## src/rtl/xadc_drp_scheduler_pkg.sv

```systemverilog
// ---------------------------------------------------------------------------
// xadc_pkg
//   Shared definitions for the XADC DRP read scheduler:
//     - state_e      : scheduler FSM states (IDLE, ISSUE, WAIT)
//     - ADDR_*       : XADC DRP register addresses used by the ADC consumers
//     - TIMEOUT_DATA : data word returned when DRDY never arrives
//     - idx_width()  : width of a requester index for a given requester count
// ---------------------------------------------------------------------------
package xadc_pkg;

    typedef enum logic [1:0] {
        IDLE  = 2'd0,
        ISSUE = 2'd1,
        WAIT  = 2'd2
    } state_e;

    localparam logic [6:0]  ADDR_TEMP    = 7'h00;
    localparam logic [6:0]  ADDR_VCCINT  = 7'h01;
    localparam logic [6:0]  ADDR_VAUX3   = 7'h13;

    localparam logic [15:0] TIMEOUT_DATA = 16'hFFFF;

    function automatic int idx_width(input int n);
        return (n > 1) ? $clog2(n) : 1;
    endfunction

endpackage

```

## src/rtl/xadc_drp_scheduler_if.sv

```systemverilog
// ---------------------------------------------------------------------------
// xadc_drp_scheduler_if
//   Bundles the requester side and the XADC DRP side of the scheduler.
//   Requester side : req, req_addr (in), rsp_valid, rsp_data, rsp_err (out)
//   DRP side       : drp_den, drp_daddr (out), drp_do, drp_drdy, eoc (in)
//   Status         : busy (out)
//   modport master : the scheduler itself
//   modport slave  : the surrounding logic (requesters + XADC)
// ---------------------------------------------------------------------------
interface xadc_drp_scheduler_if #(
    parameter int NREQ   = 4,
    parameter int ADDR_W = 7
);
    logic [NREQ-1:0]        req;
    logic [NREQ*ADDR_W-1:0] req_addr;
    logic [NREQ-1:0]        rsp_valid;
    logic [15:0]            rsp_data;
    logic                   rsp_err;
    logic                   drp_den;
    logic [ADDR_W-1:0]      drp_daddr;
    logic [15:0]            drp_do;
    logic                   drp_drdy;
    logic                   eoc;
    logic                   busy;

    modport master (
        input  req, req_addr, drp_do, drp_drdy, eoc,
        output rsp_valid, rsp_data, rsp_err, drp_den, drp_daddr, busy
    );

    modport slave (
        output req, req_addr, drp_do, drp_drdy, eoc,
        input  rsp_valid, rsp_data, rsp_err, drp_den, drp_daddr, busy
    );
endinterface

```

## src/rtl/xadc_drp_scheduler_rr_arbiter.sv

```systemverilog
// ---------------------------------------------------------------------------
// rr_arbiter
//   Combinational round-robin pick. Searches req_i starting one past the
//   last winner (ptr_i) and wrapping modulo NREQ.
//   Ports:
//     req_i   : request vector
//     ptr_i   : index of the previous winner
//     grant_o : one-hot grant (all zero when nothing requests)
//     idx_o   : index of the granted requester
//     valid_o : at least one request present
// ---------------------------------------------------------------------------
module rr_arbiter
    import xadc_pkg::*;
#(
    parameter int NREQ  = 4,
    parameter int IDX_W = idx_width(NREQ)
) (
    input  logic [NREQ-1:0]  req_i,
    input  logic [IDX_W-1:0] ptr_i,
    output logic [NREQ-1:0]  grant_o,
    output logic [IDX_W-1:0] idx_o,
    output logic             valid_o
);

    logic [IDX_W-1:0] cand;

    always_comb begin
        grant_o = '0;
        idx_o   = '0;
        valid_o = 1'b0;
        cand    = '0;
        // k = NREQ wraps back to ptr_i itself, so a lone repeat requester
        // is still served.
        for (int k = 1; k <= NREQ; k++) begin
            cand = IDX_W'((int'(ptr_i) + k) % NREQ);
            if (!valid_o && req_i[cand]) begin
                valid_o       = 1'b1;
                grant_o[cand] = 1'b1;
                idx_o         = cand;
            end
        end
    end

endmodule

```

## src/rtl/xadc_drp_scheduler.sv

```systemverilog
// ---------------------------------------------------------------------------
// xadc_drp_scheduler
//   Shares the single XADC DRP read path between NREQ requesters.
//   Round-robin arbitration, one DEN per transaction, waits for DRDY and
//   aborts with rsp_err=1 / data 16'hFFFF after TIMEOUT cycles without it.
//   With WAIT_EOC=1 a read only starts once an EOC has been seen since the
//   previous transaction completed.
//   Ports:
//     CLK100MHZ : system clock
//     rst_n     : asynchronous active-low reset
//     bus       : requester + DRP signals (xadc_drp_scheduler_if.master)
//   All outputs are registered.
// ---------------------------------------------------------------------------
module xadc_drp_scheduler
    import xadc_pkg::*;
#(
    parameter int NREQ     = 4,
    parameter int ADDR_W   = 7,
    parameter int TIMEOUT  = 64,
    parameter int WAIT_EOC = 1
) (
    input  logic CLK100MHZ,
    input  logic rst_n,
    xadc_drp_scheduler_if.master bus
);

    localparam int IDX_W = idx_width(NREQ);
    // Holds 0 .. TIMEOUT-1; the exit test fires before the counter can wrap.
    localparam int TMR_W = $clog2(TIMEOUT);

    state_e            state_q;
    logic [IDX_W-1:0]  rr_ptr_q;
    logic [NREQ-1:0]   gnt_q;
    logic [TMR_W-1:0]  timer_q;
    logic              eoc_pend_q;
    logic              eoc_pend_d;
    logic              den_q;
    logic [ADDR_W-1:0] daddr_q;
    logic [NREQ-1:0]   rsp_valid_q;
    logic [15:0]       rsp_data_q;
    logic              rsp_err_q;
    logic              busy_q;

    logic [NREQ-1:0]   arb_grant;
    logic [IDX_W-1:0]  arb_idx;
    logic              arb_valid;
    logic [ADDR_W-1:0] sel_addr;
    logic              can_start;
    logic              timeout_hit;

    rr_arbiter #(
        .NREQ  (NREQ),
        .IDX_W (IDX_W)
    ) u_arb (
        .req_i   (bus.req),
        .ptr_i   (rr_ptr_q),
        .grant_o (arb_grant),
        .idx_o   (arb_idx),
        .valid_o (arb_valid)
    );

    assign sel_addr = bus.req_addr[int'(arb_idx)*ADDR_W +: ADDR_W];

    // The served requester still holds req during its response pulse, so no
    // new grant is evaluated in that cycle; its req only counts again if it
    // is still high one cycle later.
    assign can_start = arb_valid
                     && ((WAIT_EOC == 0) || eoc_pend_q)
                     && (rsp_valid_q == '0);

    assign timeout_hit = (timer_q == TMR_W'(TIMEOUT - 1));

    // A fresh EOC wins over the clear in the response pulse cycle.
    assign eoc_pend_d = bus.eoc | (eoc_pend_q & ~(|rsp_valid_q));

    always_ff @(posedge CLK100MHZ or negedge rst_n) begin
        if (!rst_n) begin
            state_q     <= IDLE;
            rr_ptr_q    <= IDX_W'(NREQ - 1);
            gnt_q       <= '0;
            timer_q     <= '0;
            eoc_pend_q  <= 1'b0;
            den_q       <= 1'b0;
            daddr_q     <= '0;
            rsp_valid_q <= '0;
            rsp_data_q  <= '0;
            rsp_err_q   <= 1'b0;
            busy_q      <= 1'b0;
        end else begin
            eoc_pend_q  <= eoc_pend_d;
            den_q       <= 1'b0;
            rsp_valid_q <= '0;
            case (state_q)
                IDLE: begin
                    if (can_start) begin
                        gnt_q    <= arb_grant;
                        rr_ptr_q <= arb_idx;
                        daddr_q  <= sel_addr;
                        den_q    <= 1'b1;
                        busy_q   <= 1'b1;
                        state_q  <= ISSUE;
                    end
                end
                ISSUE: begin
                    timer_q <= '0;
                    state_q <= WAIT;
                end
                WAIT: begin
                    timer_q <= timer_q + TMR_W'(1);
                    // DRDY is checked first so it wins over a coincident timeout.
                    if (bus.drp_drdy) begin
                        rsp_data_q  <= bus.drp_do;
                        rsp_err_q   <= 1'b0;
                        rsp_valid_q <= gnt_q;
                        busy_q      <= 1'b0;
                        state_q     <= IDLE;
                    end else if (timeout_hit) begin
                        rsp_data_q  <= TIMEOUT_DATA;
                        rsp_err_q   <= 1'b1;
                        rsp_valid_q <= gnt_q;
                        busy_q      <= 1'b0;
                        state_q     <= IDLE;
                    end
                end
                default: state_q <= IDLE;
            endcase
        end
    end

    assign bus.drp_den   = den_q;
    assign bus.drp_daddr = daddr_q;
    assign bus.rsp_valid = rsp_valid_q;
    assign bus.rsp_data  = rsp_data_q;
    assign bus.rsp_err   = rsp_err_q;
    assign bus.busy      = busy_q;

endmodule

```

## src/flat_wrapper.sv

```systemverilog
// flat-port wrapper written by rule: the top's interface ports become plain ports
module xadc_drp_scheduler_flat import xadc_pkg::*;
#(
    parameter int NREQ     = 4,
    parameter int ADDR_W   = 7,
    parameter int TIMEOUT  = 64,
    parameter int WAIT_EOC = 1
)
  (CLK100MHZ, rst_n, bus_req, bus_req_addr, bus_drp_do, bus_drp_drdy, bus_eoc, bus_rsp_valid, bus_rsp_data, bus_rsp_err, bus_drp_den, bus_drp_daddr, bus_busy);
  xadc_drp_scheduler_if #(.NREQ(NREQ), .ADDR_W(ADDR_W)) bus_i ();
  input  logic CLK100MHZ;
  input  logic rst_n;
  input wire logic [$bits(bus_i.req)-1:0] bus_req;
  input wire logic [$bits(bus_i.req_addr)-1:0] bus_req_addr;
  input wire logic [$bits(bus_i.drp_do)-1:0] bus_drp_do;
  input wire logic [$bits(bus_i.drp_drdy)-1:0] bus_drp_drdy;
  input wire logic [$bits(bus_i.eoc)-1:0] bus_eoc;
  output wire logic [$bits(bus_i.rsp_valid)-1:0] bus_rsp_valid;
  output wire logic [$bits(bus_i.rsp_data)-1:0] bus_rsp_data;
  output wire logic [$bits(bus_i.rsp_err)-1:0] bus_rsp_err;
  output wire logic [$bits(bus_i.drp_den)-1:0] bus_drp_den;
  output wire logic [$bits(bus_i.drp_daddr)-1:0] bus_drp_daddr;
  output wire logic [$bits(bus_i.busy)-1:0] bus_busy;
  assign bus_i.req = bus_req;
  assign bus_i.req_addr = bus_req_addr;
  assign bus_i.drp_do = bus_drp_do;
  assign bus_i.drp_drdy = bus_drp_drdy;
  assign bus_i.eoc = bus_eoc;
  assign bus_rsp_valid = bus_i.rsp_valid;
  assign bus_rsp_data = bus_i.rsp_data;
  assign bus_rsp_err = bus_i.rsp_err;
  assign bus_drp_den = bus_i.drp_den;
  assign bus_drp_daddr = bus_i.drp_daddr;
  assign bus_busy = bus_i.busy;
  xadc_drp_scheduler #(.NREQ(NREQ), .ADDR_W(ADDR_W), .TIMEOUT(TIMEOUT), .WAIT_EOC(WAIT_EOC)) u_core (.CLK100MHZ(CLK100MHZ), .rst_n(rst_n), .bus(bus_i));
endmodule
```

## config.mk

```make
export PLATFORM = sky130hd
export DESIGN_NAME = xadc_drp_scheduler_flat
export DESIGN_NICKNAME = d
export VERILOG_FILES = /design/src/rtl/xadc_drp_scheduler_pkg.sv /design/src/rtl/xadc_drp_scheduler_if.sv /design/src/rtl/xadc_drp_scheduler_rr_arbiter.sv /design/src/rtl/xadc_drp_scheduler.sv /design/src/flat_wrapper.sv
export SDC_FILE = /design/constraint.sdc
export NUM_CORES = 1
export LEC_CHECK = 0
export ABC_AREA = 1
export BUFFER_PORTS_ARGS = -buffer_cell sky130_fd_sc_hd__buf_2
export CAP_MARGIN = 10
export CELL_PAD_IN_SITES_DETAIL_PLACEMENT = 0
export CELL_PAD_IN_SITES_GLOBAL_PLACEMENT = 1
export CORE_MARGIN = 1
export CORE_UTILIZATION = 39
export CTS_CLUSTER_DIAMETER = 60
export DETAILED_ROUTE_END_ITERATION = 7
export PLACE_DENSITY_LB_ADDON = 0.1
export SETUP_SLACK_MARGIN = 0.5
export SLEW_MARGIN = 0
export SYNTH_ARGS = -nofsm -noshare
export SYNTH_HDL_FRONTEND = slang
export SYNTH_SLANG_ARGS = --single-unit
```

## constraint.sdc

```tcl
create_clock -name CLK100MHZ -period 4.57 [get_ports CLK100MHZ]
set_input_delay 0.6855 -clock CLK100MHZ [delete_from_list [all_inputs] [get_ports CLK100MHZ]]
set_output_delay 0.6855 -clock CLK100MHZ [all_outputs]
set_load 0.02 [all_outputs]
```

==> impl_metrics.yaml <==
run_status:
  outcome: "finished, final reports clean"
min_path:
  timing.hold.worst_path_depth: 2
  hold_path_startpoint: "u_core.gnt_q[3]$_DFFE_PN0P_"
  worstHoldEndpoint: "u_core.bus.rsp_valid[3]$_DFF_PN0_"
  min-delay-path-class: "reg -> reg"
synth:
  syn_avg_cell_area_um2: 8.131
  post-synth-top-count-cell: "sky130_fd_sc_hd__nand2_1"
  synth_top_area_frac: 0.4175
  synth-async-reset-ratio: 1.000
  synth.net_count: 382
  biggest_area_contributors_in_the_synthesized_netlist: "sky130_fd_sc_hd__dfrtp_1 (42%), sky130_fd_sc_hd__nand2_1 (13%), sky130_fd_sc_hd__ha_1 (6.3%)"
  yosys_warnings: 0
  synthCells: 317
  synth.ff_latch_count: 45
  number_of_enable_type_register_cells_in_the_synthesized_netlist: 0
  count_of_unique_library_cells_instantiated_by_yosys: 32
  synth_top_flop_cell: "sky130_fd_sc_hd__dfrtp_1"
  yosys.area.top_type: "sky130_fd_sc_hd__dfrtp_1"
  synthTopCellsByCount: "sky130_fd_sc_hd__nand2_1 (86), sky130_fd_sc_hd__dfrtp_1 (43), sky130_fd_sc_hd__inv_1 (41)"
  fraction_of_the_yosys_area_taken_by_sequential_cells: 0.4379
  mappedNetlistArea_um2: 2577
route:
  vias_per_cell: 4.662
  drc_violations: 0
  routed_wire_length_per_instance_um: 11.02
  wl_mm: 5.258
  antenna_violating_nets_remaining: 0
  via_count: 2224
  first_iter_violations: 85
  first_pass_iters: 4
global_routing:
  grt_pass1_vias: 2127
  grt_first_pass_wirelength_mm: 9.459
  grt_util_all_layers: 0.1657
  grt_overflow_total: 0
  maximum_number_of_pins_on_one_net_before_global_route_repair: 46
  antenna_found_initial: 0
setup_path:
  worstPathBufferInverterCount: 3
  worst-setup-path-type: "reg -> reg"
  reg_to_reg_endpoint: "u_core.bus.drp_daddr[6]$_DFFE_PN0P_"
  crit_fanout: 14
  cpMaxStageDelayCell: "sky130_fd_sc_hd__dfstp_2"
  critical_path.reg2reg.startpoint: "u_core.rr_ptr_q[1]$_DFFE_PN1P_"
  critical_path.top_delay_family: "simple AND/OR/NAND/NOR gates"
  worst_setup_path_start_kind: "flip-flop"
  arrival_ps: 2870
  critical_path_required_ps: 4800
  reg2reg_slack_ps: 1920
  worst_setup_path_end_kind: "flip-flop"
  worstRegToRegCells: 11
  cpPeakStageDelay_ps: 630
  timing.critical_path.cells: "inv_1 -> ha_1 -> inv_1 -> nand2_4 -> nand2_4 -> inv_2 -> nand4_1 -> nand3_2 -> nor2_2 -> nand3_1 -> nand3_1"
placed_design:
  global_placer_s_final_weighted_congestion: 0.8111
  final_hpwl_dp_mm: 4.023
  io_buffer_count: 81
sta:
  slew_at_the_pin_closest_to_its_max_slew_limit_ps: 955.3
  setup_tns_ps: 0
  finalSetupViolations: 0
  final_max_slew_viol_count: 0
  achievable-frequency_mhz: 377.9
  skew_ps: 3.098
  slew_headroom: 0.3631
  final_min_period_over_clock_period: 0.5790
  fin_crit_ps: 2646
  rsz_0062_raised_after_global_routing: "false"
  timing.final.hold_violations: 0
cts:
  cts_hold_buffers: 0
  clock_latency_at_the_later_pin_of_the_worst_skew_pair_ps: 290
  cts_buffers: 5
  cts_max_path_buffers: 2
  cts.sinks: 45
  cts_tree: "done"
  worst_setup_hold_path_clk_slew_ps: 80
  clock-root-buffer: "sky130_fd_sc_hd__clkbuf_8"
  cts_setup_buffers: 0
  htree_num_levels: 2
  post_cts.resized_instances: 0
power_and_ir_drop:
  seq_power_share: 0.274
  clock_power_share: 0.126
  p_int_mw: 1.247
  netSwitchingPower_mw: 1.184
  power.total_mw: 2.431
  power_density_normalized_to_cell_area_nw_per_um2: 770.3
  max-vdd-ir-drop_uv: 372.6
  power.switching_fraction: 0.4871
  part_of_the_total_power_dissipated_in_combinational_logic: 0.600
  p_leak_nw: 1.699
final_layout:
  area_delta_synth_final_pct: 22.43
  layout-drive-gt1-share: 0.2975
  num_antenna_cells: 0
  area_of_the_multi_input_gates_um2: 1217
  layout.nets: 464
  register_area_um2: 1129
  nFillCells: 648
flow_run:
  timing.max_cap.violations: 0
floorplanning:
  rows: 29
  die_x_um: 83.30
  ios: 82
  die-area_um2: 6938
  core-area_um2: 6350
  die_y_um: 83.30
  start_util: 0.4059
-- worst max-delay path by stage --
stage,start,endpoint,cells after the start
after detailed placement,u_core.rr_ptr_q[1]$_DFFE_PN1P_,u_core.bus.drp_daddr[5]$_DFFE_PN0P_,11
final,u_core.rr_ptr_q[1]$_DFFE_PN1P_,u_core.bus.drp_daddr[6]$_DFFE_PN0P_,11
after CTS,u_core.rr_ptr_q[1]$_DFFE_PN1P_,u_core.bus.drp_daddr[6]$_DFFE_PN0P_,11
after global placement,u_core.rr_ptr_q[1]$_DFFE_PN1P_,u_core.bus.drp_daddr[5]$_DFFE_PN0P_,11
after global routing,u_core.rr_ptr_q[1]$_DFFE_PN1P_,u_core.bus.drp_daddr[5]$_DFFE_PN0P_,11
after floorplan,u_core.rr_ptr_q[0]$_DFFE_PN1P_,u_core.bus.drp_daddr[3]$_DFFE_PN0P_,14
-- sequential cells by signal, indices dropped and copies added (netlist names) --
name / cells
u_core.bus.rsp_err: 1
u_core.eoc_pend_q: 1
u_core.bus.rsp_data: 16
u_core.bus.drp_den: 1
u_core.bus.drp_daddr: 7
u_core.bus.rsp_valid: 4
u_core.bus.busy: 1
u_core.gnt_q: 4
u_core.state_q: 2
u_core.rr_ptr_q: 2
u_core.timer_q: 6
-- cells by family (layout without fill, tap and decap cells) --
kind of cell / count (synthesis) / after routing / share of synthesized area
AOI/OAI and AO/OA: 44 / 44 / 0.1131
adders and majority gates: 13 / 13 / 0.06311
buffers and inverters: 54 / 137 / 0.08981
DFF: 45 / 45 / 0.4379
and+or+nand+nor: 161 / 161 / 0.2961
-- per-stage QoR --
step	hold WS [ps]	instances	area, µm²	utilization	setup slack, ps
4_1_cts	497.9	477	3156	0.4969	1893
2_1_floorplan	389.9	317	2577	-	2355
6_report	493.6	477	3156	0.4969	1924
3_3_place_gp	477.1	469	3039	0.4786	1954
3_5_place_dp	476.3	469	3039	0.4786	1908
5_1_grt	512.5	477	3156	0.4969	1651
-- worst register-to-register path, delay by kind of cell (launching register included) --
kind	cells	cell delay, ps
fa+ha+maj	1	360
buf+inv	3	400
flops	1	630
simple gates	7	1190
-- power groups by stage --
stage / logic (mW) / clock network (mW) / registers, mW
after floorplan: 1.03 / 0 / 0.799
after global placement: 1.47 / 0 / 0.673
after detailed placement: 1.47 / 0 / 0.679
after CTS: 1.47 / 0.321 / 0.671
after global routing: 1.66 / 0.332 / 0.690
final: 1.46 / 0.306 / 0.667
-- layout make-up --
| cell class | instances | share of cell area |
|---|---|---|
| flip-flops and latches | 45 | 0.3577 |
| multi-input cells | 218 | 0.3858 |
| inverters | 47 | 0.05829 |
| well taps | 77 | 0.03053 |
| clock buffers | 7 | 0.02736 |
| clock inverters | 1 | 0.009516 |
| repair buffers | 82 | 0.1308 |
-- metal layers --
metal,track usage,vias up,share of wire
li1,-,1177,-
met1,0.2265,972,0.50
met2,0.2668,71,0.43
met3,0.02883,4,0.061
met4,0.05329,0,0.0076
met5,0,-,0
-- layout by cell type (no fill, tap or decap), types with 2 or more instances in the layout --
cell type,netlist,layout
sky130_fd_sc_hd__dfstp_2,2,2
sky130_fd_sc_hd__a21oi_1,10,10
sky130_fd_sc_hd__clkbuf_8,0,6
sky130_fd_sc_hd__ha_1,13,13
sky130_fd_sc_hd__inv_2,5,5
sky130_fd_sc_hd__o22a_1,16,16
sky130_fd_sc_hd__nand2_4,5,5
sky130_fd_sc_hd__nand2_1,86,86
sky130_fd_sc_hd__nand4_1,3,3
sky130_fd_sc_hd__buf_2,2,81
sky130_fd_sc_hd__nor2_1,18,18
sky130_fd_sc_hd__or2_0,2,2
sky130_fd_sc_hd__o21ai_1,4,4
sky130_fd_sc_hd__nor3_1,2,2
sky130_fd_sc_hd__dfrtp_1,43,43
sky130_fd_sc_hd__nand3_2,3,3
sky130_fd_sc_hd__nand3_1,27,27
sky130_fd_sc_hd__nand2_2,6,6
sky130_fd_sc_hd__o21ai_0,10,10
sky130_fd_sc_hd__inv_1,41,41
sky130_fd_sc_hd__nor2_2,5,5
Note: power is estimated with default switching activity, not from simulation.
